## src/rtl/mc_ctrl_pkg.sv

```systemverilog
// mc_ctrl_pkg: state, opcode/funct and control-code definitions shared by the multi-cycle controller
package mc_ctrl_pkg;
    typedef enum logic [3:0] {
        S_IDLE, S_FETCH, S_DECODE, S_MEMADR, S_MEMRD, S_MEMWB, S_MEMWR,
        S_EXEC_R, S_RWB, S_EXEC_I, S_IWB, S_BRANCH, S_JUMP
    } state_t;
    localparam logic [5:0] OP_RTYPE = 6'h00, OP_J = 6'h02, OP_JAL = 6'h03, OP_BEQ = 6'h04,
                           OP_BNE = 6'h05, OP_ADDI = 6'h08, OP_ADDIU = 6'h09, OP_SLTI = 6'h0a,
                           OP_ANDI = 6'h0c, OP_ORI = 6'h0d, OP_XORI = 6'h0e, OP_LUI = 6'h0f,
                           OP_LW = 6'h23, OP_SW = 6'h2b;
    localparam logic [5:0] FN_SLL = 6'h00, FN_SRL = 6'h02, FN_JR = 6'h08, FN_ADD = 6'h20,
                           FN_ADDU = 6'h21, FN_SUB = 6'h22, FN_SUBU = 6'h23, FN_AND = 6'h24,
                           FN_OR = 6'h25, FN_XOR = 6'h26, FN_NOR = 6'h27, FN_SLT = 6'h2a,
                           FN_SLTU = 6'h2b;
    localparam logic [1:0] ALU_ADD = 2'b00, ALU_SUB = 2'b01, ALU_FUNCT = 2'b10, ALU_IMM = 2'b11;
    localparam logic [1:0] PC_ALU = 2'b00, PC_ALUOUT = 2'b01, PC_JUMP = 2'b10, PC_RS = 2'b11;
    localparam logic [1:0] SRCB_B = 2'b00, SRCB_4 = 2'b01, SRCB_IMM = 2'b10, SRCB_IMM4 = 2'b11;
    localparam logic [1:0] DST_RT = 2'b00, DST_RD = 2'b01, DST_R31 = 2'b10;
    localparam logic [1:0] WB_ALU = 2'b00, WB_MDR = 2'b01, WB_PC = 2'b10;

    // S_FETCH doubles as the "unsupported instruction" result
    function automatic state_t decode_next(input logic [5:0] op, input logic [5:0] funct);
        state_t s;
        s = S_FETCH;
        case (op)
            OP_RTYPE:
                case (funct)
                    FN_JR: s = S_JUMP;
                    FN_ADD, FN_ADDU, FN_SUB, FN_SUBU, FN_AND, FN_OR, FN_XOR, FN_NOR,
                    FN_SLT, FN_SLTU, FN_SLL, FN_SRL: s = S_EXEC_R;
                    default: s = S_FETCH;
                endcase
            OP_LW, OP_SW: s = S_MEMADR;
            OP_BEQ, OP_BNE: s = S_BRANCH;
            OP_ADDI, OP_ADDIU, OP_ANDI, OP_ORI, OP_XORI, OP_SLTI, OP_LUI: s = S_EXEC_I;
            OP_J, OP_JAL: s = S_JUMP;
            default: s = S_FETCH;
        endcase
        return s;
    endfunction
endpackage

```

## src/rtl/mc_ctrl_if.sv

```systemverilog
// mc_ctrl_if: control bus between the multi-cycle FSM and the datapath/memory port
interface mc_ctrl_if;
    logic [5:0] OpCode;
    logic [5:0] Funct;
    logic       Zero;
    logic       MemReady;
    logic       MemRead;
    logic       MemWrite;
    logic       IorD;
    logic       IRWrite;
    logic       PCWrite;
    logic [1:0] PCSource;
    logic       ALUSrcA;
    logic [1:0] ALUSrcB;
    logic [1:0] ALUOp;
    logic       RegWrite;
    logic [1:0] RegDst;
    logic [1:0] MemtoReg;
    logic       Illegal;
    modport master (
        input  OpCode, Funct, Zero, MemReady,
        output MemRead, MemWrite, IorD, IRWrite, PCWrite, PCSource, ALUSrcA, ALUSrcB,
               ALUOp, RegWrite, RegDst, MemtoReg, Illegal
    );
    modport slave (
        output OpCode, Funct, Zero, MemReady,
        input  MemRead, MemWrite, IorD, IRWrite, PCWrite, PCSource, ALUSrcA, ALUSrcB,
               ALUOp, RegWrite, RegDst, MemtoReg, Illegal
    );
endinterface

```

## src/rtl/mc_ctrl_outdec.sv

```systemverilog
// mc_ctrl_outdec: combinational decode of FSM state into every datapath enable and mux select
module mc_ctrl_outdec import mc_ctrl_pkg::*; (
    input  state_t     state,
    input  logic [5:0] op_q,
    input  logic [5:0] funct_q,
    mc_ctrl_if.master  bus
);
    always_comb begin
        bus.MemRead  = 1'b0;
        bus.MemWrite = 1'b0;
        bus.IorD     = 1'b0;
        bus.IRWrite  = 1'b0;
        bus.PCWrite  = 1'b0;
        bus.PCSource = PC_ALU;
        bus.ALUSrcA  = 1'b0;
        bus.ALUSrcB  = SRCB_B;
        bus.ALUOp    = ALU_ADD;
        bus.RegWrite = 1'b0;
        bus.RegDst   = DST_RT;
        bus.MemtoReg = WB_ALU;
        bus.Illegal  = 1'b0;
        case (state)
            S_FETCH: begin
                bus.MemRead = 1'b1;
                bus.IRWrite = bus.MemReady;
                bus.PCWrite = bus.MemReady;
                bus.ALUSrcB = SRCB_4;
            end
            S_DECODE: begin
                bus.ALUSrcB = SRCB_IMM4;
                bus.Illegal = decode_next(bus.OpCode, bus.Funct) == S_FETCH;
            end
            S_MEMADR: begin
                bus.ALUSrcA = 1'b1;
                bus.ALUSrcB = SRCB_IMM;
            end
            S_MEMRD: begin
                bus.MemRead = 1'b1;
                bus.IorD    = 1'b1;
            end
            S_MEMWB: begin
                bus.RegWrite = 1'b1;
                bus.MemtoReg = WB_MDR;
            end
            S_MEMWR: begin
                bus.MemWrite = 1'b1;
                bus.IorD     = 1'b1;
            end
            S_EXEC_R: begin
                bus.ALUSrcA = 1'b1;
                bus.ALUOp   = ALU_FUNCT;
            end
            S_RWB: begin
                bus.RegWrite = 1'b1;
                bus.RegDst   = DST_RD;
            end
            S_EXEC_I: begin
                bus.ALUSrcA = 1'b1;
                bus.ALUSrcB = SRCB_IMM;
                bus.ALUOp   = ALU_IMM;
            end
            S_IWB: bus.RegWrite = 1'b1;
            S_BRANCH: begin
                bus.ALUSrcA  = 1'b1;
                bus.ALUOp    = ALU_SUB;
                bus.PCSource = PC_ALUOUT;
                bus.PCWrite  = (op_q == OP_BEQ && bus.Zero) || (op_q == OP_BNE && !bus.Zero);
            end
            S_JUMP: begin
                bus.PCWrite  = 1'b1;
                bus.PCSource = (op_q == OP_RTYPE && funct_q == FN_JR) ? PC_RS : PC_JUMP;
                bus.RegWrite = op_q == OP_JAL;
                bus.RegDst   = op_q == OP_JAL ? DST_R31 : DST_RT;
                bus.MemtoReg = op_q == OP_JAL ? WB_PC : WB_ALU;
            end
            default: ;
        endcase
    end
endmodule

```

## src/rtl/mc_ctrl.sv

```systemverilog
// mc_ctrl: multi-cycle MIPS32 control FSM with opcode latch and retired-instruction counter
module mc_ctrl import mc_ctrl_pkg::*; #(
    parameter int RETIRE_W = 32
) (
    input  logic                Clk,
    input  logic                Rst_n,
    mc_ctrl_if.master           bus,
    output logic [RETIRE_W-1:0] RetireCnt
);
    state_t     state, next;
    logic [5:0] op_q, funct_q;
    logic       retire;

    always_comb begin
        next = S_FETCH;
        case (state)
            S_FETCH:  next = bus.MemReady ? S_DECODE : S_FETCH;
            S_DECODE: next = decode_next(bus.OpCode, bus.Funct);
            S_MEMADR: next = op_q == OP_SW ? S_MEMWR : S_MEMRD;
            S_MEMRD:  next = bus.MemReady ? S_MEMWB : S_MEMRD;
            S_MEMWR:  next = bus.MemReady ? S_FETCH : S_MEMWR;
            S_EXEC_R: next = S_RWB;
            S_EXEC_I: next = S_IWB;
            default:  next = S_FETCH;
        endcase
    end

    // Illegal instructions return to FETCH from DECODE and are deliberately not counted
    assign retire = next == S_FETCH &&
                    (state inside {S_MEMWB, S_MEMWR, S_RWB, S_IWB, S_BRANCH, S_JUMP});

    always_ff @(posedge Clk) begin
        if (!Rst_n) begin
            state     <= S_IDLE;
            RetireCnt <= '0;
            op_q      <= '0;
            funct_q   <= '0;
        end else begin
            state <= next;
            if (retire) RetireCnt <= RetireCnt + RETIRE_W'(1);
            if (state == S_DECODE) begin
                op_q    <= bus.OpCode;
                funct_q <= bus.Funct;
            end
        end
    end

    mc_ctrl_outdec u_outdec (
        .state   (state),
        .op_q    (op_q),
        .funct_q (funct_q),
        .bus     (bus)
    );
endmodule

```

## src/flat_wrapper.sv

```systemverilog
// flat-port wrapper written by rule: the top's interface ports become plain ports
module mc_ctrl_flat import mc_ctrl_pkg::*;
#(
    parameter int RETIRE_W = 32
)
  (Clk, Rst_n, RetireCnt, bus_OpCode, bus_Funct, bus_Zero, bus_MemReady, bus_MemRead, bus_MemWrite, bus_IorD, bus_IRWrite, bus_PCWrite, bus_PCSource, bus_ALUSrcA, bus_ALUSrcB, bus_ALUOp, bus_RegWrite, bus_RegDst, bus_MemtoReg, bus_Illegal);
  mc_ctrl_if bus_i ();
  input  logic Clk;
  input  logic Rst_n;
  output logic [RETIRE_W-1:0] RetireCnt;
  input wire logic [$bits(bus_i.OpCode)-1:0] bus_OpCode;
  input wire logic [$bits(bus_i.Funct)-1:0] bus_Funct;
  input wire logic [$bits(bus_i.Zero)-1:0] bus_Zero;
  input wire logic [$bits(bus_i.MemReady)-1:0] bus_MemReady;
  output wire logic [$bits(bus_i.MemRead)-1:0] bus_MemRead;
  output wire logic [$bits(bus_i.MemWrite)-1:0] bus_MemWrite;
  output wire logic [$bits(bus_i.IorD)-1:0] bus_IorD;
  output wire logic [$bits(bus_i.IRWrite)-1:0] bus_IRWrite;
  output wire logic [$bits(bus_i.PCWrite)-1:0] bus_PCWrite;
  output wire logic [$bits(bus_i.PCSource)-1:0] bus_PCSource;
  output wire logic [$bits(bus_i.ALUSrcA)-1:0] bus_ALUSrcA;
  output wire logic [$bits(bus_i.ALUSrcB)-1:0] bus_ALUSrcB;
  output wire logic [$bits(bus_i.ALUOp)-1:0] bus_ALUOp;
  output wire logic [$bits(bus_i.RegWrite)-1:0] bus_RegWrite;
  output wire logic [$bits(bus_i.RegDst)-1:0] bus_RegDst;
  output wire logic [$bits(bus_i.MemtoReg)-1:0] bus_MemtoReg;
  output wire logic [$bits(bus_i.Illegal)-1:0] bus_Illegal;
  assign bus_i.OpCode = bus_OpCode;
  assign bus_i.Funct = bus_Funct;
  assign bus_i.Zero = bus_Zero;
  assign bus_i.MemReady = bus_MemReady;
  assign bus_MemRead = bus_i.MemRead;
  assign bus_MemWrite = bus_i.MemWrite;
  assign bus_IorD = bus_i.IorD;
  assign bus_IRWrite = bus_i.IRWrite;
  assign bus_PCWrite = bus_i.PCWrite;
  assign bus_PCSource = bus_i.PCSource;
  assign bus_ALUSrcA = bus_i.ALUSrcA;
  assign bus_ALUSrcB = bus_i.ALUSrcB;
  assign bus_ALUOp = bus_i.ALUOp;
  assign bus_RegWrite = bus_i.RegWrite;
  assign bus_RegDst = bus_i.RegDst;
  assign bus_MemtoReg = bus_i.MemtoReg;
  assign bus_Illegal = bus_i.Illegal;
  mc_ctrl #(.RETIRE_W(RETIRE_W)) u_core (.Clk(Clk), .Rst_n(Rst_n), .bus(bus_i), .RetireCnt(RetireCnt));
endmodule
```

## config.mk

```make
export PLATFORM = sky130hd
export DESIGN_NAME = mc_ctrl_flat
export DESIGN_NICKNAME = d
export VERILOG_FILES = /design/src/rtl/mc_ctrl_pkg.sv /design/src/rtl/mc_ctrl_if.sv /design/src/rtl/mc_ctrl_outdec.sv /design/src/rtl/mc_ctrl.sv /design/src/flat_wrapper.sv
export SDC_FILE = /design/constraint.sdc
export NUM_CORES = 1
export LEC_CHECK = 0
export CORE_AREA = 2 2 91 93
export DETAILED_ROUTE_END_ITERATION = 10
export DIE_AREA = 0 0 93 95
export SLEW_MARGIN = 20
export SYNTH_ARGS = -nofsm -noshare
export SYNTH_HDL_FRONTEND = slang
export SYNTH_SLANG_ARGS = --single-unit
```

## constraint.sdc

```tcl
create_clock -name Clk -period 2.85 [get_ports Clk]
set_clock_uncertainty 0.15 [all_clocks]
set_input_delay 0.4275 -clock Clk [delete_from_list [all_inputs] [get_ports Clk]]
set_output_delay 0.4275 -clock Clk [all_outputs]
set_load 0.005 [all_outputs]
```

== Word level (Yosys, flattened, before mapping) ==
Memories as Yosys holds them, arrays and structs flattened.
Cells that the tools add are included.

* Logic and storage cells: 80
* Flip-flop bits (word level): 48
* Bits in read-only memories: 512
* Output and inout bits: 50
* Memories kept: 2
* Bits of input ports: 16

* $add $sub $neg: 1
* Reduce and logical (&&, ||, !) cells: 18
* Multiplexer cells: 23
* Equal/unequal tests: 32

{| class="wikitable"
|+ Memories
! name !! depth !! bits a word !! rd ports !! clocked after memory_dff !! write ports !! line !! RTL
|-
| (no name shown) || 64 || 4 || 1 || 0 || 0 || mc_ctrl_pkg.sv:27 || <nowiki>case (funct)</nowiki>
|-
| (no name shown) || 64 || 4 || 1 || 0 || 0 || mc_ctrl_pkg.sv:27 ||
|}

{| class="wikitable"
|+ Operators by type and width
! kind !! number
|-
| $eq 6x4->1 const B || 8
|-
| $pmux 4 s5 || 2
|-
| $add 32x1->32 const B || 1
|-
| $pmux 4 s7 || 1
|-
| $eq 6x3->1 const B || 4
|-
| $eq 4x4->1 const B || 5
|-
| $eq 6x2->1 const B || 3
|-
| $eq 6x6->1 const B || 3
|-
| $eq 4x3->1 const B || 4
|-
| $eq 4x1->1 const B || 3
|-
| $logic_not 6->1 || 2
|-
| $pmux 2 s2 || 3
|-
| $pmux 2 s3 || 2
|-
| $reduce_or 2->1 || 6
|-
| $eq 4x2->1 const B || 2
|-
| $mux 1 || 8
|-
| $reduce_or 7->1 || 1
|-
| $mux 2 || 3
|-
| $reduce_bool 6->1 || 1
|-
| $logic_and 1x1->1 || 4
|-
| $mux 4 || 1
|-
| $reduce_or 4->1 || 1
|-
| $mux 3 || 1
|-
| $pmux 1 s3 || 1
|-
| 4 further kinds || 4
|}

== Depth between registers and ports, before layout ==
Gate-level depths: netlist of the first run.

* Word-level depth: 6
* Gate-level depth with buffers: 9

== Modules after synthesis ==
Synthesis of the first run repeated with hierarchy kept, for this count alone.

* Cell total of the unflattened synthesis: 386
* Area, all modules: 2989.1 µm²

{| class="wikitable"
|+ Modules (own cells, without submodules)
! module !! area an instance (µm²) !! seq. area each (µm²) !! cells an instance !! times used
|-
| mc_ctrl || 2610.0 || 960.9 || 328 || 1
|-
| mc_ctrl_outdec || 379.1 || 0.0 || 58 || 1
|}

== Worst setup path after synthesis of the first run ==
OpenSTA, ideal clock, no wires.

* Kind: reg2out
* Start point: register u_core.state[2]
* End point: output bus_RegWrite
* Stages on the path, launching flop included: 7
* Arrival: 1601 ps
* Required time: 2273 ps
* Slack: 672 ps
* Path through: dfxtp_1 -> buf_1 -> nand2b_1 -> nor2_1 -> nand2_1 -> nor4_1 -> or3_1

* Cells in the longest elaborated chain, start to end: 3
* Elaborated cells on any way between the ends: 6
* Classes of those cells: eq/ne: 4; mux: 1; reduce/logical: 1

{| class="wikitable"
|+ Ends and longest elaborated chain
! what !! line !! RTL
|-
| start, declared || mc_ctrl.sv:10 || <nowiki>state_t state, next;</nowiki>
|-
| start signal, assigned || mc_ctrl.sv:39 || <nowiki>state <= next;</nowiki>
|-
| $eq 4x4->1 / $eq 4x3->1 (equally long branches) || mc_ctrl_outdec.sv:22 || <nowiki>case (state)</nowiki>
|-
| $reduce_or 3->1 (no source line) || n/a ||
|-
| $pmux 1 s2 (*) || mc_ctrl_outdec.sv:22 ||
|-
| end, declared || flat_wrapper.sv:24 || <nowiki>output wire logic [$bits(bus_i.RegWrite)-1:0] bus_RegWrite;</nowiki>
|}

Mark *: on every way between the ends. The rest lies on a longest branch, timed or not.

== Worst setup path in the final report of the first run ==
* Start point: input bus_OpCode[4]
* End point: output bus_Illegal

* Cells in the longest elaborated chain, start to end: 6
* Elaborated cells on any way between the ends: 22
* Classes of those cells: eq/ne: 14; mux: 3; reduce/logical: 5

{| class="wikitable"
|+ Ends and longest elaborated chain
! what !! line !! RTL
|-
| start, declared || flat_wrapper.sv:11 || <nowiki>input wire logic [$bits(bus_i.OpCode)-1:0] bus_OpCode;</nowiki>
|-
| $eq 6x4->1 (tied with other cells) || mc_ctrl_pkg.sv:25 || <nowiki>case (op)</nowiki>
|-
| $reduce_or 7->1 / $reduce_or 2->1 (equally long branches) || mc_ctrl_pkg.sv:25 ||
|-
| $pmux 4 s5 (*) || mc_ctrl_pkg.sv:25 ||
|-
| $mux 4 (*) || mc_ctrl_outdec.sv:22 ||
|-
| $eq 4x1->1 (*) || mc_ctrl_outdec.sv:31 || <nowiki>bus.Illegal = decode_next(bus.OpCode, bus.Funct) == S_FETCH;</nowiki>
|-
| $mux 1 (*) || mc_ctrl_outdec.sv:22 ||
|-
| end, declared || flat_wrapper.sv:27 || <nowiki>output wire logic [$bits(bus_i.Illegal)-1:0] bus_Illegal;</nowiki>
|}

Mark *: on every way between the ends. The rest lies on a longest branch, timed or not. The select of a mux whose other input is x is not followed.

==> results_dict.tcl, run 1 <==
set metrics [dict create \
    outcome "complete, no violations" \
    cts.path.max_buffers 2 \
    p_leak_nw 1.167 \
    cts-buffers-inserted 5 \
    pwr_density_cell_nw_per_um2 345.1 \
    dieArea_sq_um 8835 \
    die_x_um 93 \
    antenna_found_initial 0 \
    via_per_inst 5.412 \
    synth_area_sq_um 2709 \
    die_height_um 95 \
    start_util 0.3417 \
    ioPinCount 66 \
    grt_pass1_wl_mm 11.56 \
    final_area_sq_um 3632 \
    critPathKind "in -> out" \
    crit_buf_inv 2 \
    synth_enable_flop_cells 0 \
    cts_hold_buffers 0 \
    cp_max_fo 3 \
    cpPeakStageDelay_ns 0.44 \
    synth_seq_cells 48 \
    cp.required_ns 2.27 \
    track_usage 0.1609 \
    final.period_utilization 0.9922 \
    syn_area_per_cell_sq_um 7.784 \
    fin_cells 520 \
    final_common_cell "clkdlybuf4s50_1" \
    tightest_slew_ns 0.5482 \
    max-slew-margin-rel 0.6335 \
    cp_common_cell "clkdlybuf4s50_1" \
    hp-class "reg -> reg" \
    min_period_ns 2.828 \
    grt_start_max_net_pins 28 \
    path_delay_family "buffers and inverters" \
    synth_flop_cell "dfxtp_1" \
    placed_area_sq_um 3502 \
    post_cts_resized 0 \
    cts_tree "built" \
    ant_nets 0 \
    cts-root-buf "clkbuf_8" \
    cp_data_arrival_time_ns 2.25 \
    hpwl_mm 5.269 \
    drtIter0Drc 136 \
    max_freq_mhz 353.6 \
    final_layout_size_suffix_gt1_frac 0.08434 \
    place.gp.congestion 0.8569 \
    h-tree-depth 2 \
    cp-end-kind "output pin" \
    layout_common_cells "64 x clkdlybuf4s50_1, 48 x dfxtp_1, 40 x nand2_1" \
    synth-seq-area-share 0.3547 \
    cp_slowest_cell "clkdlybuf4s50_1" \
    cp_cell_sequence "clkdlybuf4s50_1 > nor4_2 > nand2_1 > a211o_1 > nand3_1 > nor3b_2 > clkdlybuf4s50_1" \
    rsz0062_at_grt "true" \
    clkSinkCount 48 \
    fillerInstances 836 \
    post_cts.repair.setup_buffers 0 \
    fin_nets 431 \
    async_flop_share 0 \
    syn_nets 365 \
    path_clk_slew_ns 0.08 \
    post_drt_wl_per_cell_um 14.18 \
    pre_cts_slack_ns 0.008258 \
    startpoint_type "primary input" \
    syn2layout_area_growth_pct 34.09 \
    vias 2814 \
    n_antenna_cell 0 \
    grt-ovfl-total 0 \
    worst_ir_drop_vdd_mv 0.1910 \
    port_buffers 65 \
    drv_cap 0 \
    finalSetupTns_ns 0 \
    setup_slack_ns 0.02229 \
    core_area_sq_um 7928 \
    clk_latency_ns 0.30 \
    hold_viol_final 0 \
    syn_inst 348 \
    yosys.cell_types.count 50 \
    grt_pass1_vias 2492 \
    wirelength_mm 7.375 \
    finalSetupViolCount 0 \
    synth_warnings 0 \
    route.detailed.drc 0 \
    timing.final.max_slew_violations 0 \
    std_cell_rows 33 \
    place_inst 512 \
    dr.pass1.iters 4 \
]
==> cells by family after synthesis <==
group | after synthesis | synth area share
adder cells (fa/ha/maj) | 1 | 0.004618
AND/OR/NAND/NOR | 159 | 0.3145
buffers and inverters | 30 | 0.05127
flip-flops | 48 | 0.3547
XOR/XNOR | 20 | 0.06467
AO/OA/AOI/OAI | 90 | 0.2102
==> flip-flops by register name, summed over array words and instances, names as in the netlist <==
register,flops
u_core.funct_q,6
u_core.op_q,6
u_core.RetireCnt,32
u_core.state,4
==> path summary, 6_finish.rpt <==
check,to,slack (ns),depth (start not counted),from
min,u_core.funct_q[1],0.31,2,u_core.funct_q[1]
max reg2reg,u_core.RetireCnt[31],0.64,7,u_core.state[3]
max,bus_Illegal,0.02,7,bus_OpCode[4]
min reg2reg,u_core.funct_q[1],0.31,2,u_core.funct_q[1]
==> per-stage QoR <==
step,utilization,hold slack (ns),total power (W)
2_1_floorplan,-,0.2816,0.0007681
3_3_place_gp,0.4418,0.2915,0.0008363
3_5_place_dp,0.4418,0.3000,0.0008379
4_1_cts,0.4534,0.3123,0.001263
5_1_grt,0.4582,0.3351,0.001302
6_report,0.4582,0.3061,0.001253
==> cell usage after synthesis, types with 2 or more instances <==
| master | number | area (sq um) |
|---|---|---|
| dfxtp_1 | 48 | 960.9 |
| nand2_1 | 40 | 150.1 |
| a21oi_1 | 37 | 185.2 |
| nor2_1 | 37 | 138.9 |
| xor2_1 | 15 | 131.4 |
| clkbuf_1 | 14 | 52.55 |
| o21ai_0 | 13 | 65.06 |
| or4_1 | 13 | 97.59 |
| nand3_1 | 11 | 55.05 |
| o31ai_1 | 11 | 82.58 |
| nand4_1 | 9 | 56.30 |
| o2111ai_1 | 9 | 78.83 |
| inv_1 | 8 | 30.03 |
| nor3_1 | 7 | 35.03 |
| and3_1 | 6 | 37.54 |
| o211ai_1 | 5 | 37.54 |
| xnor2_1 | 5 | 43.79 |
| a211oi_1 | 4 | 30.03 |
| and2_1 | 4 | 25.02 |
| or3_1 | 4 | 25.02 |
| buf_6 | 3 | 33.78 |
| nand2b_1 | 3 | 18.77 |
| nand3b_1 | 3 | 22.52 |
| nand4b_1 | 3 | 26.28 |
| nor4_1 | 3 | 18.77 |
| nor4b_1 | 3 | 26.28 |
| and4_1 | 2 | 17.52 |
| buf_1 | 2 | 7.510 |
| buf_2 | 2 | 10.01 |
| nor2b_1 | 2 | 12.51 |
| nor3b_1 | 2 | 15.01 |
| o21a_1 | 2 | 15.01 |
==> final cells by class <==
class                      count  area [sq um]  share of cell area
clock buffer                   6         82.58             0.02274
clock inverter                 2         10.01            0.002756
inverter                       8         30.03            0.008267
multi-input combinational    270          1644              0.4526
sequential                    48         960.9              0.2646
tap                          105         131.4             0.03617
timing repair buffer          81         773.2              0.2129
==> power breakdown <==
group | leakage, nW | internal (W) | switching (W)
Clock | 0.0510 | 0.000194 | 0.000233
Combinational | 0.729 | 0.0000683 | 0.0000748
Sequential | 0.387 | 0.000678 | 0.00000513
==> worst reg2reg max path: cells and delay by family, from the launching register on <==
kind | cells | cell delay (ns)
and+or+nand+nor | 2 | 0.58
DFF | 1 | 0.32
buffers and inverters | 2 | 0.43
AOI/OAI and AO/OA | 3 | 0.68
==> routing by layer <==
layer,GRT usage,part of all wire,vias to the layer above
met3,0.02953,0.044,9
met5,0,0,-
li1,-,-,1405
met1,0.2244,0.49,1336
met2,0.2530,0.45,64
met4,0.04902,0.014,0
Power figures use the tool's default switching activity.
==> run 2, diff against run 1 <==
- GPL_ROUTABILITY_DRIVEN: unset -> 0
==> results of run 2 <==
Final layout, timing and power as in run 1 (identical DEF).
==> run 3, diff against run 2 <==
- GPL_ROUTABILITY_DRIVEN: 0 -> unset
- SLEW_MARGIN: 20 -> 10
==> results of run 3 <==
Final layout, timing and power as in run 1 (identical DEF).
==> RTL change 1: new RTL, config.mk and constraints of run 2 <==
`RETIRE_W` is set to 32 in 2 places; all go to 24.
--- a/src/rtl/mc_ctrl.sv
+++ b/src/rtl/mc_ctrl.sv
@@ -1,6 +1,6 @@
 // mc_ctrl: multi-cycle MIPS32 control FSM with opcode latch and retired-instruction counter
 module mc_ctrl import mc_ctrl_pkg::*; #(
-    parameter int RETIRE_W = 32
+    parameter int RETIRE_W = 24
 ) (
     input  logic                Clk,
     input  logic                Rst_n,
--- a/src/flat_wrapper.sv
+++ b/src/flat_wrapper.sv
@@ -1,7 +1,7 @@
 // flat-port wrapper written by rule: the top's interface ports become plain ports
 module mc_ctrl_flat import mc_ctrl_pkg::*;
 #(
-    parameter int RETIRE_W = 32
+    parameter int RETIRE_W = 24
 )
   (Clk, Rst_n, RetireCnt, bus_OpCode, bus_Funct, bus_Zero, bus_MemReady, bus_MemRead, bus_MemWrite, bus_IorD, bus_IRWrite, bus_PCWrite, bus_PCSource, bus_ALUSrcA, bus_ALUSrcB, bus_ALUOp, bus_RegWrite, bus_RegDst, bus_MemtoReg, bus_Illegal);
   mc_ctrl_if bus_i ();
Interface: changed (resized RetireCnt); port bits go from 66 to 58. The function was not compared with the original's and may differ.
==> RTL change 1 against run 2 <==
Sequential cell count down 8. Cell area shrank 9.1%. Worst hold slack better by 6.0 ps. Power down 3.3%. Worst setup slack improved by 200 ps. Routed wire length down 21%. Highest routed layer unchanged. Count of clock-buffer cells in the layout fell by 1. Sequential share of layout area down 2.2 points. Combinational power grew 20%. Area after synthesis decreased by 10%. Final cell count is 12% lower.
==> RTL change 1: results <==
set metrics [dict create \
    root_buffer "clkbuf_8" \
    largest_registers "u_core.RetireCnt: 24 flops, u_core.funct_q: 6 flops, u_core.op_q: 6 flops" \
    cts_buffers 5 \
    p_leak_nw 1.23 \
    grt_use_total 0.138 \
    peakVddDrop_mv 0.182 \
    nFillCells 820 \
    crit_slowest_cell "clkdlybuf4s50_1" \
    grt_max_degree 48 \
    wl_um 5860 \
    holdPathStages 2 \
    r2r_start "u_core.state[3]$_SDFF_PN0_" \
    drt_iter0_markers 134 \
    vias 2262 \
    async_reset_ff_frac 0 \
    yosys-top-cells-area "dfxtp_1 33%, nand2_1 6.7%, xor2_1 5.8%" \
    crit_fanout 11 \
    worstMarginPinSlew_ps 486 \
    r2r_cells 7 \
    grt_pass1_wl_um 9880 \
    ys_seq_area_frac 0.330 \
    dr.pass1.iters 6 \
    yosysUniqueCellTypes 44 \
    grt_antenna_before_repair 0 \
    h-tree-depth 2 \
    post-dp-hpwl_um 4310 \
    nNetsFinal 368 \
    cts_setup_buffers 0 \
    status "completed" \
    max_stage_delay_ps 450 \
    cp.arrival_ps 2050 \
    syn_nets 308 \
    port_buffers 57 \
    holdCritPathClass "flip-flop to flip-flop" \
    grt_pass1_vias 2100 \
    cts_max_path_buffers 2 \
    ys_top_cells_by_count "43 x nand2_1, 40 x dfxtp_1, 20 x and2_1" \
    worstSkewPairLatency_ps 290 \
    drive_above_1_share 0.0909 \
    yosysWarnings 0 \
    hp-start "u_core.funct_q[3]$_SDFFE_PN0P_" \
    n_antenna_cell 0 \
    startpoint "u_core.state[2]$_SDFF_PN0_" \
    synthFlopType "dfxtp_1" \
    globalRouteOverflowTotal 0 \
    clk_pin_slew_ps 80 \
]
[RTL change 1: changes by cell type after synthesis, sizes merged, moves of 8 or more]
cell | run 2 | this run
and2 | 4 | 20
dfxtp | 48 | 40
o2111ai | 9 | 0
nand2b | 3 | 15
nor2 | 38 | 13
o31ai | 11 | 0
a21boi | 0 | 14
a21oi | 38 | 13
a2111oi | 0 | 10
or4 | 13 | 0
[RTL change 1: worst paths after layout]
| path | endpoint | slack, ps |
|---|---|---|
| max | bus_PCWrite | 220 |
| min | u_core.funct_q[3]$_SDFFE_PN0P_ | 310 |
| max reg2reg | u_core.RetireCnt[9]$_SDFFE_PN0P_ | 580 |
| min reg2reg | u_core.funct_q[3]$_SDFFE_PN0P_ | 310 |
[RTL change 1: critical path, delay by kind of cell (launching register included)]
kind / cells / cell delay, ps
buf+inv: 2 / 630
flops: 1 / 330
simple gates: 4 / 810
[RTL change 1: kinds of logic (layout without fill, tap and decap cells)]
logic type,Yosys count,in the layout,synth area share
AOI/OAI and AO/OA,59,59,0.203
xor gates and xnor gates,19,19,0.0686
adders and majority gates,1,1,0.00516
buffers and inverters,19,80,0.0341
DFF,40,40,0.330
muxes,6,6,0.0248
and+or+nand+nor,147,147,0.334
[RTL change 1: through the flow]
stage	utilization	instances	setup WS [ps]	area (um2)	setup TNS (ps)
3_3_place_gp	0.399	449	-29.4	3160	-29.4
3_5_place_dp	0.399	449	-73.9	3160	-73.9
2_1_floorplan	-	291	737	2420	0
5_1_grt	0.417	457	95.3	3300	0
6_report	0.417	457	219	3300	0
4_1_cts	0.414	457	9.19	3280	0
[RTL change 1: metal layers]
layer | vias up | GRT usage | wire, um
met4 | 0 | 0.0490 | 93
met2 | 49 | 0.226 | 2740
met1 | 1048 | 0.180 | 2790
met5 | - | 0 | 0
met3 | 6 | 0.0295 | 239
li1 | 1159 | - | -
[RTL change 1: timing repair]
item	in CTS	in global routing
cloned	0	0
pin swaps	0	3
setup endpoints to repair	1	2
resized for setup	1	5
[RTL change 1: area by class of cell]
cell class	instances	area share
Clock buffer	5	0.0208
Clock inverter	3	0.0129
Inverter	5	0.00568
Multi-Input combinational cell	232	0.473
Sequential cell	40	0.243
Tap cell	105	0.0398
Timing Repair Buffer	67	0.205
[RTL change 1: where the power goes]
part / leakage (nW) / internal (mW) / total [mW] / switching, mW
sequential: 0.323 / 0.567 / 0.575 / 0.00829
clock: 0.0541 / 0.259 / 0.465 / 0.206
combinational: 0.852 / 0.0810 / 0.172 / 0.0905
==> RTL change 2: new RTL, settings of run 2 <==
Made on the original files. Register the output `RetireCnt` once more, cleared by the reset; this adds one clock of latency there. The other outputs are not delayed to match.
--- a/src/rtl/mc_ctrl.sv
+++ b/src/rtl/mc_ctrl.sv
@@ -7,6 +7,8 @@
     mc_ctrl_if.master           bus,
     output logic [RETIRE_W-1:0] RetireCnt
 );
+
+    logic [RETIRE_W-1:0] RetireCnt_s0;
     state_t     state, next;
     logic [5:0] op_q, funct_q;
     logic       retire;
@@ -32,12 +34,12 @@
     always_ff @(posedge Clk) begin
         if (!Rst_n) begin
             state     <= S_IDLE;
-            RetireCnt <= '0;
+            RetireCnt_s0 <= '0;
             op_q      <= '0;
             funct_q   <= '0;
         end else begin
             state <= next;
-            if (retire) RetireCnt <= RetireCnt + RETIRE_W'(1);
+            if (retire) RetireCnt_s0 <= RetireCnt_s0 + RETIRE_W'(1);
             if (state == S_DECODE) begin
                 op_q    <= bus.OpCode;
                 funct_q <= bus.Funct;
@@ -51,5 +53,13 @@
         .funct_q (funct_q),
         .bus     (bus)
     );
+    always_ff @(posedge Clk) begin
+        if (!Rst_n) begin
+            RetireCnt <= '0;
+        end else begin
+            RetireCnt <= RetireCnt_s0;
+        end
+    end
+
 endmodule
 
Formal check against the unedited RTL: not equivalent (Yosys sat finds a counterexample within 10 cycles, from zero or initial values and one cycle with Rst_n low).
==> RTL change 2 against run 2 <==
Synthesized cell count rose by 22%. Worst setup slack improved by 66 ps. Sequential cell count rose by 32. Power rose by 76%. Utilization rose by 17 points. Area after synthesis rose by 42%. Cell area rose by 37%. Register-to-register slack got worse by 200 ps. Routed wire length rose by 22%. Combinational power rose by 46%. Non-clock buffer count rose by 14. Critical endpoint unchanged. Largest cell class unchanged. Largest power group unchanged. Highest routed layer unchanged.
==> RTL change 2: results <==
set metrics [dict create \
    status "completed" \
    p_leak_nw 1.94 \
    drt_iter0_markers 114 \
    wl_um 8980 \
    drive_above_1_share 0.138 \
    ys_seq_area_frac 0.416 \
    r2r_cells 9 \
    synthCells 423 \
    post-dp-hpwl_um 6430 \
    cts_max_path_buffers 2 \
    root_buffer "clkbuf_8" \
    dp.cells 597 \
    nFillCells 697 \
    use_met1 0.285 \
    ys_top_cells_by_count "80 x dfxtp_1, 43 x nand2_1, 35 x nor2b_1" \
    max-slew-margin-rel 0.571 \
    vias_per_cell 5.37 \
    syn_nets 440 \
    cp.arrival_ps 2180 \
    met2_usage 0.340 \
    grt_pass1_vias 3081 \
    pre_cts_slack_ps -213 \
    yosysUniqueCellTypes 50 \
    grt_use_total 0.212 \
    reg2reg_slack_ps 440 \
    grt_max_degree 44 \
    crit_end "bus_Illegal" \
    finalSetupViolCount 0 \
    n_antenna_cell 0 \
    reg2reg_to "u_core.RetireCnt_s0[30]$_SDFFE_PN0P_" \
    async_reset_ff_frac 0 \
    h-tree-depth 3 \
    cts_buffers 9 \
    clock.fmax_mhz 362 \
    grt_pass1_wl_um 15000 \
    startpoint "bus_OpCode[1]" \
    synthFlopType "dfxtp_1" \
    cts_resized 4 \
    largest_registers "u_core.RetireCnt: 32 flops, u_core.RetireCnt_s0: 32 flops" \
    crit_fanout 3 \
    yosys-top-cells-area "dfxtp_1 42%, mux2_1 7.3%, nor2b_1 5.7%" \
    peakVddDrop_mv 0.250 \
    nNetsFinal 520 \
    worstSkewPairLatency_ps 350 \
    wl_per_cell_um 14.6 \
    grtUsageMet3 0.0447 \
    r2r_start "u_core.state[3]$_SDFF_PN0_" \
    holdCritPathClass "flip-flop to flip-flop" \
]
## RTL change 2: cells by family after synthesis
logic type | count (synthesis) | share of synthesized area
AND/OR/NAND/NOR | 203 | 0.300
multiplexers | 31 | 0.0940
adder cells (fa/ha/maj) | 1 | 0.00325
buffers and inverters | 35 | 0.0459
AO/OA/AOI/OAI | 71 | 0.137
XOR/XNOR | 2 | 0.00455
flip-flops | 80 | 0.416
## RTL change 2: cell type report
cell class	count	area, um2	area share
Multi-Input combinational cell	308	2090	0.421
Sequential cell	80	1610	0.322
Timing Repair Buffer	95	910	0.183
Clock buffer	11	141	0.0284
Tap cell	105	131	0.0264
Clock inverter	5	63.8	0.0128
Inverter	9	33.8	0.00678
## RTL change 2: critical path, stage by stage
cell	delay, ps
clkdlybuf4s50_1	460
or3_1	390
a31oi_1	180
a2111oi_2	60
buf_4	150
nor4_2	250
dlygate4sd2_1	260
## RTL change 2: through the flow
step	hold WS, ps	TNS [ps]	cell area (um2)	power (mW)	utilization
after CTS	315	0	4960	2.22	0.625
after global routing	362	0	4980	2.29	0.628
after floorplan	288	0	3850	1.27	-
final	313	0	4980	2.20	0.628
after global placement	305	-178	4740	1.37	0.598
after detailed placement	307	-213	4740	1.37	0.598
## RTL change 2: worst min-delay path by stage
stage | start | endpoint | slack (ps) | cells after the start
after CTS | u_core.funct_q[3]$_SDFFE_PN0P_ | u_core.funct_q[3]$_SDFFE_PN0P_ | 320 | 2
after global placement | u_core.funct_q[3]$_SDFFE_PN0P_ | u_core.funct_q[3]$_SDFFE_PN0P_ | 310 | 2
after global routing | u_core.funct_q[5]$_SDFFE_PN0P_ | u_core.funct_q[5]$_SDFFE_PN0P_ | 360 | 2
after detailed placement | u_core.funct_q[3]$_SDFFE_PN0P_ | u_core.funct_q[3]$_SDFFE_PN0P_ | 310 | 2
after floorplan | u_core.funct_q[3]$_SDFFE_PN0P_ | u_core.funct_q[3]$_SDFFE_PN0P_ | 290 | 2
final | u_core.funct_q[3]$_SDFFE_PN0P_ | u_core.funct_q[3]$_SDFFE_PN0P_ | 310 | 2
## RTL change 2: metal layers
layer,vias up,part of all wire
li1,1663,-
met1,1552,0.50
met2,60,0.45
met3,14,0.037
met4,0,0.016
met5,-,0
## RTL change 2: report_power, final
part	switching [mW]	internal [mW]	leakage (nW)
combinational	0.105	0.103	1.20
sequential	0.0112	1.12	0.646
clock	0.420	0.435	0.100
total	0.537	1.66	1.94
